--- src/rtl/game_pkg.sv ---
// Shared game-flow types: state encoding and its width.
package game_pkg;

    localparam int GAME_STATE_W = 4;

    typedef enum logic [GAME_STATE_W-1:0] {
        ST_PLAY    = 4'd0,
        ST_OVER    = 4'd1,
        ST_IDLE    = 4'd2,
        ST_RESPAWN = 4'd3,
        ST_PAUSE   = 4'd4
    } game_state_e;

endpackage

--- src/rtl/game_flow_ctrl_key_sync.sv ---
// key_edge_sync: two-flop synchroniser for an active-low key plus a
// one-cycle press pulse on the synchronised falling edge.
module key_edge_sync (
    input  logic i_clk,
    input  logic i_rst_n,
    input  logic i_key_n,
    output logic o_press
);

    logic r_sync1;
    logic r_sync2;
    logic r_prev;

    always_ff @(posedge i_clk or negedge i_rst_n) begin
        if (!i_rst_n) begin
            r_sync1 <= 1'b1;
            r_sync2 <= 1'b1;
            r_prev  <= 1'b1;
        end else begin
            r_sync1 <= i_key_n;
            r_sync2 <= r_sync1;
            r_prev  <= r_sync2;
        end
    end

    assign o_press = r_prev & ~r_sync2;

endmodule

--- src/rtl/game_flow_ctrl.sv ---
// game_flow_ctrl: idle/play/respawn/over sequencing with per-ball enables,
// lives, level, score and high score. Define GAME_PAUSE_EN to add PAUSE.
module game_flow_ctrl
    import game_pkg::*;
#(
    parameter int NUM_BALLS      = 4,
    parameter int LIVES          = 3,
    parameter int RESPAWN_CYCLES = 25000000,
    parameter int LEVEL_HITS     = 10,
    parameter int SCORE_W        = 18
) (
    input  logic                    CLOCK_50,
    input  logic                    reset,
    input  logic                    keyStart,
    input  logic                    keyPause,
    input  logic [NUM_BALLS-1:0]    ball_lost,
    input  logic                    hit_pulse,
    output logic [GAME_STATE_W-1:0] game_state,
    output logic [NUM_BALLS-1:0]    ball_active,
    output logic [3:0]              lives,
    output logic [2:0]              level,
    output logic [SCORE_W-1:0]      score,
    output logic [SCORE_W-1:0]      high_score
);

    localparam int RCW = (RESPAWN_CYCLES > 1) ? $clog2(RESPAWN_CYCLES) : 1;
    localparam int HCW = (LEVEL_HITS > 1) ? $clog2(LEVEL_HITS) : 1;
    localparam logic [RCW-1:0]       RESPAWN_LOAD = RCW'(RESPAWN_CYCLES - 1);
    localparam logic [HCW-1:0]       HIT_LAST     = HCW'(LEVEL_HITS - 1);
    localparam logic [2:0]           MAX_LEVEL    = 3'(NUM_BALLS - 1);
    localparam logic [3:0]           LIVES_INIT   = 4'(LIVES);
    localparam logic [NUM_BALLS-1:0] FIRST_BALL   = NUM_BALLS'(1);

    game_state_e          r_state,   r_state_nxt;
    logic [NUM_BALLS-1:0] r_active,  r_active_nxt;
    logic [3:0]           r_lives,   r_lives_nxt;
    logic [2:0]           r_level,   r_level_nxt;
    logic [SCORE_W-1:0]   r_score,   r_score_nxt;
    logic [SCORE_W-1:0]   r_high,    r_high_nxt;
    logic [RCW-1:0]       r_resp,    r_resp_nxt;
    logic [HCW-1:0]       r_hits,    r_hits_nxt;

    logic                 w_start_press;
    logic                 w_pause_press;
    logic [NUM_BALLS-1:0] w_served;
    logic [NUM_BALLS-1:0] w_new_ball;
    logic [NUM_BALLS-1:0] w_survivors;
    logic                 w_hit_wrap;
    logic                 w_level_up;

    key_edge_sync u_start_sync (
        .i_clk   (CLOCK_50),
        .i_rst_n (reset),
        .i_key_n (keyStart),
        .o_press (w_start_press)
    );

`ifdef GAME_PAUSE_EN
    key_edge_sync u_pause_sync (
        .i_clk   (CLOCK_50),
        .i_rst_n (reset),
        .i_key_n (keyPause),
        .o_press (w_pause_press)
    );
`else
    logic w_unused_pause;
    assign w_unused_pause = keyPause;
    assign w_pause_press  = 1'b0;
`endif

    // w_served: balls 0..level; w_new_ball: the one a level-up brings in
    always_comb begin
        w_served   = '0;
        w_new_ball = '0;
        for (int unsigned i = 0; i < NUM_BALLS; i++) begin
            w_served[i]   = (i <= 32'(r_level));
            w_new_ball[i] = (i == 32'(r_level) + 32'd1);
        end
    end

    assign w_survivors = r_active & ~ball_lost;
    assign w_hit_wrap  = hit_pulse && (r_hits == HIT_LAST);
    assign w_level_up  = w_hit_wrap && (r_level < MAX_LEVEL);

    always_comb begin
        r_state_nxt  = r_state;
        r_active_nxt = r_active;
        r_lives_nxt  = r_lives;
        r_level_nxt  = r_level;
        r_score_nxt  = r_score;
        r_high_nxt   = r_high;
        r_resp_nxt   = r_resp;
        r_hits_nxt   = r_hits;
        case (r_state)
            ST_IDLE, ST_OVER: begin
                if (w_start_press) begin
                    r_state_nxt  = ST_PLAY;
                    r_active_nxt = FIRST_BALL;
                    r_lives_nxt  = LIVES_INIT;
                    r_level_nxt  = '0;
                    r_score_nxt  = '0;
                    r_hits_nxt   = '0;
                end
            end
            ST_PLAY: begin
                if (w_pause_press) begin
                    r_state_nxt = ST_PAUSE;
                end else begin
                    if (hit_pulse) begin
                        r_score_nxt = (r_score == '1) ? r_score : r_score + 1'b1;
                        r_hits_nxt  = w_hit_wrap ? '0 : r_hits + 1'b1;
                        if (w_level_up)
                            r_level_nxt = r_level + 3'd1;
                    end
                    // Final loss suppresses the level-up ball; high score sees this edge's hit
                    if (w_survivors == '0) begin
                        r_active_nxt = '0;
                        r_lives_nxt  = r_lives - 4'd1;
                        if (r_lives == 4'd1) begin
                            r_state_nxt = ST_OVER;
                            r_high_nxt  = (r_score_nxt > r_high) ? r_score_nxt : r_high;
                        end else begin
                            r_state_nxt = ST_RESPAWN;
                            r_resp_nxt  = RESPAWN_LOAD;
                        end
                    end else begin
                        r_active_nxt = w_survivors | (w_level_up ? w_new_ball : '0);
                    end
                end
            end
            ST_RESPAWN: begin
                r_active_nxt = '0;
                if (r_resp == '0) begin
                    r_state_nxt  = ST_PLAY;
                    r_active_nxt = w_served;
                end else begin
                    r_resp_nxt = r_resp - 1'b1;
                end
            end
`ifdef GAME_PAUSE_EN
            ST_PAUSE: begin
                if (w_pause_press)
                    r_state_nxt = ST_PLAY;
            end
`endif
            default: r_state_nxt = ST_IDLE;
        endcase
    end

    always_ff @(posedge CLOCK_50 or negedge reset) begin
        if (!reset) begin
            r_state  <= ST_IDLE;
            r_active <= '0;
            r_lives  <= LIVES_INIT;
            r_level  <= '0;
            r_score  <= '0;
            r_high   <= '0;
            r_resp   <= '0;
            r_hits   <= '0;
        end else begin
            r_state  <= r_state_nxt;
            r_active <= r_active_nxt;
            r_lives  <= r_lives_nxt;
            r_level  <= r_level_nxt;
            r_score  <= r_score_nxt;
            r_high   <= r_high_nxt;
            r_resp   <= r_resp_nxt;
            r_hits   <= r_hits_nxt;
        end
    end

    assign game_state  = r_state;
    assign ball_active = r_active;
    assign lives       = r_lives;
    assign level       = r_level;
    assign score       = r_score;
    assign high_score  = r_high;

endmodule

--- config.mk ---
export PLATFORM = sky130hd
export DESIGN_NAME = game_flow_ctrl
export DESIGN_NICKNAME = d
export VERILOG_FILES = /design/src/rtl/game_pkg.sv /design/src/rtl/game_flow_ctrl_key_sync.sv /design/src/rtl/game_flow_ctrl.sv
export SDC_FILE = /design/constraint.sdc
export NUM_CORES = 1
export LEC_CHECK = 0
export BUFFER_PORTS_ARGS = -buffer_cell sky130_fd_sc_hd__buf_2
export CELL_PAD_IN_SITES_DETAIL_PLACEMENT = 1
export CELL_PAD_IN_SITES_GLOBAL_PLACEMENT = 1
export CORE_MARGIN = 1
export CORE_UTILIZATION = 35
export DETAILED_ROUTE_END_ITERATION = 8
export GPL_TIMING_DRIVEN = 0
export PLACE_DENSITY = 0.77
export SYNTH_ARGS = -nofsm -noshare
export SYNTH_HDL_FRONTEND = slang
export SYNTH_HIERARCHICAL = 1
export SYNTH_SLANG_ARGS = --single-unit
--- constraint.sdc ---
create_clock -name CLOCK_50 -period 4.9 [get_ports CLOCK_50]
set_input_delay 0.735 -clock CLOCK_50 [delete_from_list [all_inputs] [get_ports CLOCK_50]]
set_output_delay 0.735 -clock CLOCK_50 [all_outputs]
set_load 0.05 [all_outputs]
==> results of run 1 <==
==> power groups by stage <==
stage	clock network, mW	logic (mW)	registers, mW
5_1_grt	0.767	1.01	0.829
6_report	0.727	0.920	0.818
3_3_place_gp	0	0.888	0.820
4_1_cts	0.744	0.927	0.817
2_1_floorplan	0	0.494	0.949
3_5_place_dp	0	0.919	0.830
==> cell type report <==
cell class | instances | area [µm²]
plain buffers | 16 | 82.58
clock buffers | 14 | 284.0
clock inverters | 2 | 35.03
fillers | 1552 | 7644
inverters | 36 | 135.1
multi-input cells | 371 | 2555
flip-flops and latches | 81 | 2034
well taps | 176 | 220.2
repair buffers | 56 | 305.3
==> logic make-up after synthesis <==
| group | after synthesis |
|---|---|
| AND/OR/NAND/NOR | 196 |
| AO/OA/AOI/OAI | 91 |
| flip-flops | 81 |
| buffers and inverters | 52 |
| adder cells (fa/ha/maj) | 31 |
| XOR/XNOR | 28 |
| multiplexers | 23 |
| other | 1 |
==> critical path, stage by stage, from the launching register on <==
cell,delay (ps)
dfrtp_1,350
clkbuf_1,320
and4_1,330
nand4_1,230
o21ai_1,540
nor2_1,140
xor2_1,200
ha_1,330
nand4_1,130
o221ai_1,320
a211oi_1,180
nor4_4,610
buf_4,350
mux2_2,360
==> Yosys cell counts, drive strengths merged (2+ instances only) <==
| cell type | number |
|---|---|
| dfrtp | 75 |
| nand3 | 28 |
| xor2 | 22 |
| nor2b | 4 |
| o31ai | 4 |
| or4 | 8 |
| xnor2 | 6 |
| nor3 | 16 |
| a31oi | 4 |
| nand3b | 2 |
| and4 | 5 |
| buf | 5 |
| nand2b | 8 |
| and3 | 5 |
| nor2 | 39 |
| nor4 | 10 |
| a22o | 13 |
| clkbuf | 11 |
| o211ai | 2 |
| nand4 | 15 |
| nand2 | 45 |
| a21oi | 24 |
| o22a | 2 |
| nor3b | 2 |
| mux2 | 17 |
| a21o | 4 |
| or3 | 3 |
| dfstp | 6 |
| mux2i | 6 |
| inv | 36 |
| o22ai | 3 |
| ha | 31 |
| o21ai | 24 |
| a41oi | 2 |
==> state kept, by name, summed over array words and instances, names as in the netlist <==
name and cells:
ball_active 4, game_state 2, high_score 18, level 3, lives 4, r_hits 4
r_resp 25, score 18, u_start_sync/r_prev 1, u_start_sync/r_sync1 1, u_start_sync/r_sync2 1
==> metal layers <==
metal  vias up  share of wire  wire length (µm)  global-route usage
met5         -              0                 0                   0
met2        73           0.51              6910              0.3645
met3        24          0.028               384             0.03784
met4         0          0.023               313             0.07832
li1       1934              -                 -                   -
met1      2069           0.44              5887              0.2439
==> stage by stage <==
| stage | hold WS (ps) | instance area (µm²) |
|---|---|---|
| after CTS | 260.4 | 5652 |
| after global placement | 346.8 | 5303 |
| after global routing | 264.5 | 5652 |
| after floorplan | 345.2 | 4807 |
| after detailed placement | 352.0 | 5333 |
| final | 256.8 | 5652 |
==> path summary, 6_finish.rpt <==
path                       slack, ps                        endpoint                           start
hold / removal                   260            score[4]$_DFFE_PN0P_                           reset
max in group asynchronous       3990   u_start_sync/r_prev$_DFF_PN1_                           reset
setup / recovery                 380       high_score[4]$_DFFE_PN0P_            score[6]$_DFFE_PN0P_
min in group CLOCK_50            360  u_start_sync/r_sync2$_DFF_PN1_  u_start_sync/r_sync1$_DFF_PN1_
setup reg to reg                 380       high_score[4]$_DFFE_PN0P_            score[6]$_DFFE_PN0P_
hold reg to reg                  360  u_start_sync/r_sync2$_DFF_PN1_  u_start_sync/r_sync1$_DFF_PN1_
==> layout by cell type, fill, tap and decap left out, types with 3 or more instances in the layout <==
master / count
a21o_1: 4
a21oi_1: 24
a22o_1: 13
a31oi_1: 4
and3_1: 5
and4_1: 5
buf_2: 54
buf_4: 5
clkbuf_1: 12
clkbuf_16: 9
clkbuf_8: 4
dfrtp_1: 75
dfstp_2: 6
ha_1: 31
inv_1: 36
mux2_2: 17
mux2i_1: 6
nand2_1: 45
nand2b_1: 8
nand3_1: 24
nand3_2: 4
nand4_1: 14
nor2_1: 39
nor2b_1: 3
nor3_1: 15
nor4_1: 7
o21ai_0: 20
o21ai_1: 4
o22ai_1: 3
o31ai_1: 4
or3_1: 3
or4_1: 7
xnor2_1: 6
xor2_1: 22
==> results.json, run 1 <==
{
  "port_buffers": 55,
  "p_int_mw": 1.413,
  "reg2reg_depth": 13,
  "die_area_mm2": 0.01420,
  "startpoint_type": "flip-flop",
  "num_rows": 42,
  "ctsResizeCount": 0,
  "min_period_ps": 4519,
  "drtIter0Drc": 220,
  "fin_total_pwr_mw": 2.466,
  "layout_setup_ws_ps": 381.2,
  "critical_path_required_ps": 5130,
  "clock_sinks": 81,
  "area_delta_synth_final_pct": 17.66,
  "antenna_found_initial": 0,
  "hold_viol": 0,
  "combPwrFrac": 0.373,
  "fin_crit_sh": 0.9222,
  "synth_fa_ha_area_frac": 0.08075,
  "cts_tree": "built",
  "status": "complete, no violations",
  "avgViaCountPerCell": 5.452,
  "cts.htree.levels": 3,
  "yosys_warnings": 6,
  "relSlewSlack": 0.4771,
  "avgRoutedWirePerCell_um": 17.95,
  "hpwl_um": 9899,
  "synthCells": 503,
  "synth_simple_gate_area_share": 0.2245,
  "root_buffer": "clkbuf_16",
  "dr.pass1.iters": 4,
  "cts_hold_buffers": 0,
  "syn_avg_cell_area_um2": 9.549,
  "cts.clk_slew.worst_paths_ps": 60,
  "drc": 0,
  "synth_top_family_by_area": "simple AND/OR/NAND/NOR gates",
  "cts_made_buffers": 9,
  "syn-cell-area_mm2": 0.004803,
  "drive_above_1_share": 0.1997,
  "yosys-top-cells-area": "dfrtp_1 (39%), ha_1 (8.1%), xor2_1 (4.0%)",
  "postCtsSetupRepairBufs": 0,
  "peakVddDrop_v": 0.0003341,
  "worstPathMaxFanout": 10,
  "end_kind": "flip-flop",
  "overflow": 0,
  "yosysTopAreaCellShare": 0.3907,
  "synth_seq_cells": 81,
  "clock.fmax_mhz": 221.3,
  "grt_pass1_vias": 4404,
  "clock_latency_ps": 350,
  "synth-xor-area-share": 0.05105,
  "pin_count": 60,
  "dp_cells": 736,
  "antenna_left": 0,
  "seq_area_frac_synth": 0.4235,
  "muxShareOfSynthArea": 0.05236,
  "cp.arrival_ps": 4750,
  "fin_nets": 611,
  "synth_top_cell_by_area": "dfrtp_1",
  "netSwitchingPower_mw": 1.053,
  "rsz0062_at_grt": "false",
  "power_frac_clock": 0.295,
  "final_util": 0.4251,
  "min_path_type": "input port to asynchronous set/reset pin",
  "gp_congestion": 0.8675,
  "die_h_um": 119.2,
  "setup-violations-final": 0,
  "grt_usage": 0.2051,
  "dr_total_vias": 4100,
  "p_leak_nw": 2.589,
  "ys_async_sr_fraction": 1.000,
  "synth-compound-area-share": 0.1216,
  "synthFlopType": "dfrtp_1",
  "p_per_area_mw_per_mm2": 436.3,
  "tns_ps": 0,
  "grt_max_degree": 66,
  "finClkSkew_ps": 5.204,
  "swShare": 0.4269,
  "finalNonFillerCells": 752,
  "core_region_area_mm2": 0.01330,
  "crit_type": "flip-flop to flip-flop",
  "routed_wirelength_um": 13500,
  "tightest_slew_ps": 778.5,
  "antenna_cells": 0,
  "slew_viol_final": 0,
  "die_x_um": 119.2,
  "ys_types": 59,
  "start_util": 0.3613,
  "synth_edf_count": 0,
  "power_frac_seq": 0.332,
  "cts_buffer_depth": 2,
  "drv_cap": 0,
  "pre_cts_ws_ps": 227.2,
  "grt_pass1_wl_um": 22780
}
Power figures use the tool's default switching activity.
==> run 2, diff against run 1 <==
--- a/config.mk
+++ b/config.mk
@@ -8,10 +8,11 @@
 export BUFFER_PORTS_ARGS = -buffer_cell sky130_fd_sc_hd__buf_2
 export CELL_PAD_IN_SITES_DETAIL_PLACEMENT = 1
 export CELL_PAD_IN_SITES_GLOBAL_PLACEMENT = 1
-export CORE_MARGIN = 1
+export CORE_MARGIN = 2
 export CORE_UTILIZATION = 35
 export DETAILED_ROUTE_END_ITERATION = 8
 export GPL_TIMING_DRIVEN = 0
+export MAX_ROUTING_LAYER = met4
 export PLACE_DENSITY = 0.77
 export SYNTH_ARGS = -nofsm -noshare
 export SYNTH_HDL_FRONTEND = slang
==> run 2 against run 1 <==
Compared with the run above:
- die area rose by 3.4%
- cell area barely moved
- hold slack worse by 1.0 ps
- clock skew rose by 4.5 ps
- sequential share of layout area about the same
- non-clock buffer count unchanged
- register-to-register slack got worse by 40 ps
- global-route usage fell by 1.2 points
- routed wire length fell by 2.1%
- worst setup slack lost 35 ps
- maximum frequency is 0.78% lower
- sequential cell count unchanged
- critical path type unchanged
==> results.json, run 2 (synthesis gave the netlist of run 1 again) <==
{
  "startpoint_type": "flip-flop",
  "relSlewSlack": 0.4495,
  "dr_total_vias": 4064,
  "routed_wirelength_um": 13220,
  "grt_pass1_wl_um": 21740,
  "die_h_um": 121.2,
  "antenna_left": 0,
  "ctsResizeCount": 0,
  "die_x_um": 121.2,
  "multi_input_area_mm2": 0.002555,
  "drc": 0,
  "regMostFlops": "r_resp",
  "grt_usage": 0.1930,
  "p_leak_nw": 2.584,
  "grt_pass1_vias": 4251,
  "reg2reg_slack_ps": 350,
  "antenna_found_initial": 0,
  "avgViaCountPerCell": 5.404,
  "fillers": 1568,
  "slew_viol_final": 0,
  "avgRoutedWirePerCell_um": 17.58,
  "port_buffers": 55,
  "start_util": 0.3599,
  "drv_cap": 0,
  "p_per_area_mw_per_mm2": 434.4,
  "fin_crit_sh": 0.9294,
  "cts.htree.levels": 3,
  "gp_congestion": 0.8600,
  "cts_hold_buffers": 0,
  "overflow": 0,
  "rr_startpoint": "score[6]$_DFFE_PN0P_",
  "status": "complete, no violations",
  "root_buffer": "clkbuf_16",
  "tns_ps": 0,
  "clock.fmax_mhz": 219.6,
  "area_delta_synth_final_pct": 17.58,
  "final_cell_mix": "dfrtp_1 (75), buf_2 (54), nand2_1 (45), nor2_1 (39), inv_1 (36)",
  "cts_tree": "built",
  "rsz0062_at_grt": "false",
  "hold_viol": 0,
  "grt_max_degree": 68,
  "end_kind": "flip-flop",
  "tightest_slew_ps": 822.6,
  "critical_path_required_ps": 5120,
  "worstPathMaxFanout": 10,
  "setup-violations-final": 0,
  "drive_above_1_share": 0.1962,
  "min_path_type": "input port to asynchronous set/reset pin",
  "largest_reg_flops": 25,
  "postCtsSetupRepairBufs": 0,
  "timing.rr.end": "high_score[4]$_DFFE_PN0P_",
  "fin_nets": 611,
  "dr.pass1.iters": 5,
  "min_period_ps": 4554,
  "peakVddDrop_v": 0.0002592,
  "clock_latency_ps": 340,
  "whs_ps": 255.8,
  "pin_count": 60,
  "cts.clk_slew.worst_paths_ps": 60,
  "antenna_cells": 0,
  "num_rows": 42,
  "finClkSkew_ps": 9.656,
  "core_region_area_mm2": 0.01335,
  "drtIter0Drc": 270,
  "die_area_mm2": 0.01468,
  "cts_made_buffers": 9,
  "hpwl_um": 9817,
  "cp.arrival_ps": 4770,
  "reg2reg_depth": 12,
  "clock_sinks": 81,
  "cts_buffer_depth": 2,
  "regArea_mm2": 0.002034,
  "layout.cells.most_common": "dfrtp_1",
  "crit_type": "flip-flop to flip-flop"
}
[run 2: changes by cell type in the layout (fill, tap and decap cells not counted), sizes merged]
cell    change
clkbuf      -1
bufinv      +1
[run 2: how the worst max path moves through the flow]
stage                               startpoint                        end  slack [ps]  depth (start not counted)
after global placement               hit_pulse  high_score[6]$_DFFE_PN0P_         280                         14
after floorplan           score[6]$_DFFE_PN0P_  high_score[2]$_DFFE_PN0P_        1110                         12
after detailed placement             hit_pulse  high_score[2]$_DFFE_PN0P_         140                         14
after global routing      score[6]$_DFFE_PN0P_  high_score[4]$_DFFE_PN0P_          50                         13
final                     score[6]$_DFFE_PN0P_  high_score[4]$_DFFE_PN0P_         350                         12
after CTS                 score[6]$_DFFE_PN0P_  high_score[4]$_DFFE_PN0P_         340                         12
[run 2: power by group]
part	total (mW)	internal (mW)	switching [mW]
clock network	0.722	0.460	0.262
registers	0.816	0.737	0.0784
logic	0.915	0.225	0.691
total	2.45	1.42	1.03
[run 2: cell type report]
type / count / area share
Sequential cell: 81 / 0.3602
Buffer: 16 / 0.01462
Inverter: 36 / 0.02393
Clock inverter: 3 / 0.01152
Timing Repair Buffer: 56 / 0.05405
Clock buffer: 13 / 0.04431
Multi-Input combinational cell: 371 / 0.4524
Tap cell: 176 / 0.03899
[run 2: critical path: stages (launching register included)]
cell and delay, ps:
dfrtp_1 350, clkbuf_1 300, and4_1 340, nand4_1 200, o21ai_1 580, mux2_2 440
ha_1 310, a21oi_1 80, o221ai_1 290, a211oi_1 180, nor4_4 630, buf_4 350
mux2_2 360
[run 2: routing by layer]
metal / vias to the layer above / wire, µm / global-route usage
li1: 1938 / - / -
met3: 13 / 483 / 0.04370
met4: 0 / 175 / 0.04167
met1: 2044 / 5810 / 0.2340
met5: - / 0 / -
met2: 69 / 6747 / 0.3304
[run 2: per-stage QoR]
step	setup WS (ps)	util	cell area, µm²	instances	total power [mW]
2_1_floorplan	1108	-	4807	504	1.443
3_3_place_gp	282.3	0.3973	5303	735	1.705
3_5_place_dp	137.7	0.3995	5333	736	1.750
4_1_cts	342.3	0.4231	5648	752	2.483
5_1_grt	50.68	0.4231	5648	752	2.613
6_report	345.8	0.4231	5648	752	2.454
==> run 3, diff against run 2 <==
--- a/config.mk
+++ b/config.mk
@@ -9,12 +9,12 @@
 export CELL_PAD_IN_SITES_DETAIL_PLACEMENT = 1
 export CELL_PAD_IN_SITES_GLOBAL_PLACEMENT = 1
 export CORE_MARGIN = 2
-export CORE_UTILIZATION = 35
+export CORE_UTILIZATION = 47
+export CTS_BUF_LIST = sky130_fd_sc_hd__clkbuf_4 sky130_fd_sc_hd__clkbuf_8
 export DETAILED_ROUTE_END_ITERATION = 8
 export GPL_TIMING_DRIVEN = 0
 export MAX_ROUTING_LAYER = met4
-export PLACE_DENSITY = 0.77
+export PLACE_DENSITY = 0.95
 export SYNTH_ARGS = -nofsm -noshare
 export SYNTH_HDL_FRONTEND = slang
-export SYNTH_HIERARCHICAL = 1
 export SYNTH_SLANG_ARGS = --single-unit
==> run 3 against run 2 <==
Compared with the run above:
- clock skew rose by 2.5 ps
- register-to-register slack gained 80 ps
- via count fell by 2.1%
- global-route usage increased by 6.7 points
- combinational power grew 9%
- cell area fell by 3.5%
- sequential power down 1%
- routed wire length shrank 0.12%
- clock power shrank 33%
- hold slack better by 23 ps
- critical endpoint is now high_score[6]$_DFFE_PN0P_
- largest cell class unchanged
- largest power group unchanged
==> results.json, run 3 <==
{
  "clock.fmax_mhz": 223.6,
  "die_h_um": 104.9,
  "cp_slowest_stage_delay_ps": 630,
  "fin_crit_sh": 0.9126,
  "timing.rr.end": "high_score[6]$_DFFE_PN0P_",
  "die_x_um": 104.9,
  "area_delta_synth_final_pct": 13.95,
  "ctsResizeCount": 0,
  "min_path_type": "input port to asynchronous set/reset pin",
  "avgViaCountPerCell": 5.774,
  "dr.pass1.iters": 4,
  "grt_pass1_vias": 4419,
  "grt_pass1_wl_um": 22410,
  "fillers": 1175,
  "yosysMostFrequentCell": "dfrtp_1",
  "min_period_ps": 4472,
  "hold_viol": 0,
  "swShare": 0.4602,
  "reg2reg_slack_ps": 430,
  "cts_tree": "built",
  "synth_edf_count": 0,
  "drtIter0Drc": 162,
  "rsz0062_at_grt": "false",
  "rr_startpoint": "score[0]$_DFFE_PN0P_",
  "final_cell_mix": "dfrtp_1 (75), buf_2 (59), nand2_1 (41), inv_1 (35), nor2_1 (33)",
  "antenna_cells": 0,
  "drive_above_1_share": 0.2140,
  "synthCells": 483,
  "fin_nets": 591,
  "layout.cells.most_common": "dfrtp_1",
  "p_int_mw": 1.238,
  "hpwl_um": 9669,
  "syn-cell-area_mm2": 0.004781,
  "num_rows": 36,
  "power_frac_clock": 0.212,
  "synth_top_cell_by_area": "dfrtp_1",
  "overflow": 0,
  "reg2reg_depth": 13,
  "tightest_slew_ps": 731.7,
  "status": "complete, no violations",
  "relSlewSlack": 0.4982,
  "ys_types": 61,
  "power_frac_seq": 0.351,
  "postCtsSetupRepairBufs": 0,
  "crit_type": "flip-flop to flip-flop",
  "pin_count": 60,
  "avgRoutedWirePerCell_um": 19.16,
  "slew_viol_final": 0,
  "cts.clk_slew.worst_paths_ps": 90,
  "seq_area_frac_synth": 0.4255,
  "root_buffer": "clkbuf_8",
  "cpMaxStageDelayCell": "o31ai_1",
  "antenna_found_initial": 0,
  "whs_ps": 279.0,
  "synthFlopType": "dfrtp_1",
  "p_per_area_mw_per_mm2": 421.1,
  "netSwitchingPower_mw": 1.056,
  "cts.htree.levels": 3,
  "worstPathMaxFanout": 10,
  "grt_max_degree": 55,
  "yosysTopAreaCellShare": 0.3926,
  "combPwrFrac": 0.437,
  "clock_latency_ps": 380,
  "synth_seq_cells": 81,
  "cts_made_buffers": 9,
  "cts_hold_buffers": 0,
  "gp_congestion": 0.8774,
  "cp.arrival_ps": 4730,
  "ys_async_sr_fraction": 1.000,
  "syn_avg_cell_area_um2": 9.898,
  "synthTopCellsByCount": "dfrtp_1 (75), nand2_1 (41), inv_1 (35)",
  "finClkSkew_ps": 12.12,
  "largest_reg_flops": 25,
  "crit_top_cell": "ha_1",
  "drc": 0,
  "final_util": 0.5548,
  "dr_total_vias": 3978,
  "cts_buffer_depth": 2,
  "regMostFlops": "r_resp",
  "start_util": 0.4869,
  "yosys_warnings": 0,
  "crit_chain": "ha_1 > and3_1 > nand3_1 > o31ai_1 > nor2_1 > xor2_1 > ha_1 > nand2_1 > nor3_1 > o21ai_0 > a21oi_2 > buf_4 > mux2_2",
  "yosys-top-cells-area": "dfrtp_1 (39%), ha_1 (8.1%), mux2_2 (4.7%)",
  "fin_total_pwr_mw": 2.294,
  "p_leak_nw": 2.505,
  "grt_usage": 0.2605,
  "clock_sinks": 81,
  "peakVddDrop_v": 0.0002111,
  "setup-violations-final": 0,
  "die_area_mm2": 0.01099,
  "startpoint_type": "flip-flop",
  "antenna_left": 0,
  "end_kind": "flip-flop",
  "routed_wirelength_um": 13200,
  "port_buffers": 55,
  "tns_ps": 0,
  "core_region_area_mm2": 0.009819,
  "critical_path_required_ps": 5160,
  "drv_cap": 0
}
run 3: cell count changes in the layout (fill, tap and decap cells not counted), sizes merged, moves of 5 or more:
cell    change
xnor2      +13
xor2        -7
nor2        -6
clkbuf      -5
o21ai       -8
nand3       -9
run 3: area by class of cell:
cell class,instances,area [µm²],area share
Clock buffer,12,165.2,0.03032
Inverter,35,131.4,0.02412
Tap cell,133,166.4,0.03055
Multi-Input combinational cell,353,2545,0.4672
Timing Repair Buffer,56,305.3,0.05604
Sequential cell,81,2034,0.3734
Buffer,15,73.82,0.01355
Clock inverter,4,26.28,0.004823
run 3: kinds of logic after synthesis:
family	synth area share
AO/OA/AOI/OAI	0.1272
XOR/XNOR	0.06229
adder cells (fa/ha/maj)	0.08113
buffers and inverters	0.04292
flip-flops	0.4255
multiplexers	0.05862
other	0.0007844
AND/OR/NAND/NOR	0.2015
run 3: routing by layer:
layer  part of all wire  up-vias  routed length, µm  track usage
li1                   -     1859                  -            -
met5                  0        -                  0            -
met3              0.045       16                597      0.04866
met2               0.52      104               6844       0.4545
met4              0.014        0                181      0.07429
met1               0.42     1999               5577       0.3070
run 3: worst max-delay path by stage:
stage               cells after the start  slack [ps]                 start                    endpoint
CTS                                    13         550  score[0]$_DFFE_PN0P_   high_score[6]$_DFFE_PN0P_
global route                           13         130  score[0]$_DFFE_PN0P_   high_score[2]$_DFFE_PN0P_
floorplan                              13        1060  score[0]$_DFFE_PN0P_  high_score[15]$_DFFE_PN0P_
finish                                 13         430  score[0]$_DFFE_PN0P_   high_score[6]$_DFFE_PN0P_
global placement                       13         400             hit_pulse   high_score[6]$_DFFE_PN0P_
detailed placement                     13         220             hit_pulse   high_score[6]$_DFFE_PN0P_
run 3: metrics by stage:
step	area, µm²	worst slack, ps	std cells
6_report	5448	428.1	689
5_1_grt	5448	131.0	689
4_1_cts	5448	547.4	689
3_5_place_dp	5256	220.1	673
3_3_place_gp	5226	396.6	672
2_1_floorplan	4785	1060	484
run 3: power by group through the flow:
stage | logic, mW | clock network (mW) | registers [mW]
after floorplan | 0.548 | 0 | 0.962
after global placement | 0.937 | 0 | 0.810
after detailed placement | 0.994 | 0 | 0.817
after CTS | 1.00 | 0.491 | 0.804
after global routing | 1.09 | 0.514 | 0.816
final | 1.00 | 0.487 | 0.804
run 3: critical path: cells and delay by family, from the launching register on:
family,cells,cell delay (ps)
XOR/XNOR,1,200
buffers and inverters,1,340
multiplexers,1,360
AO/OA/AOI/OAI,3,1370
flip-flops,1,480
adder cells (fa/ha/maj),2,600
AND/OR/NAND/NOR,5,990
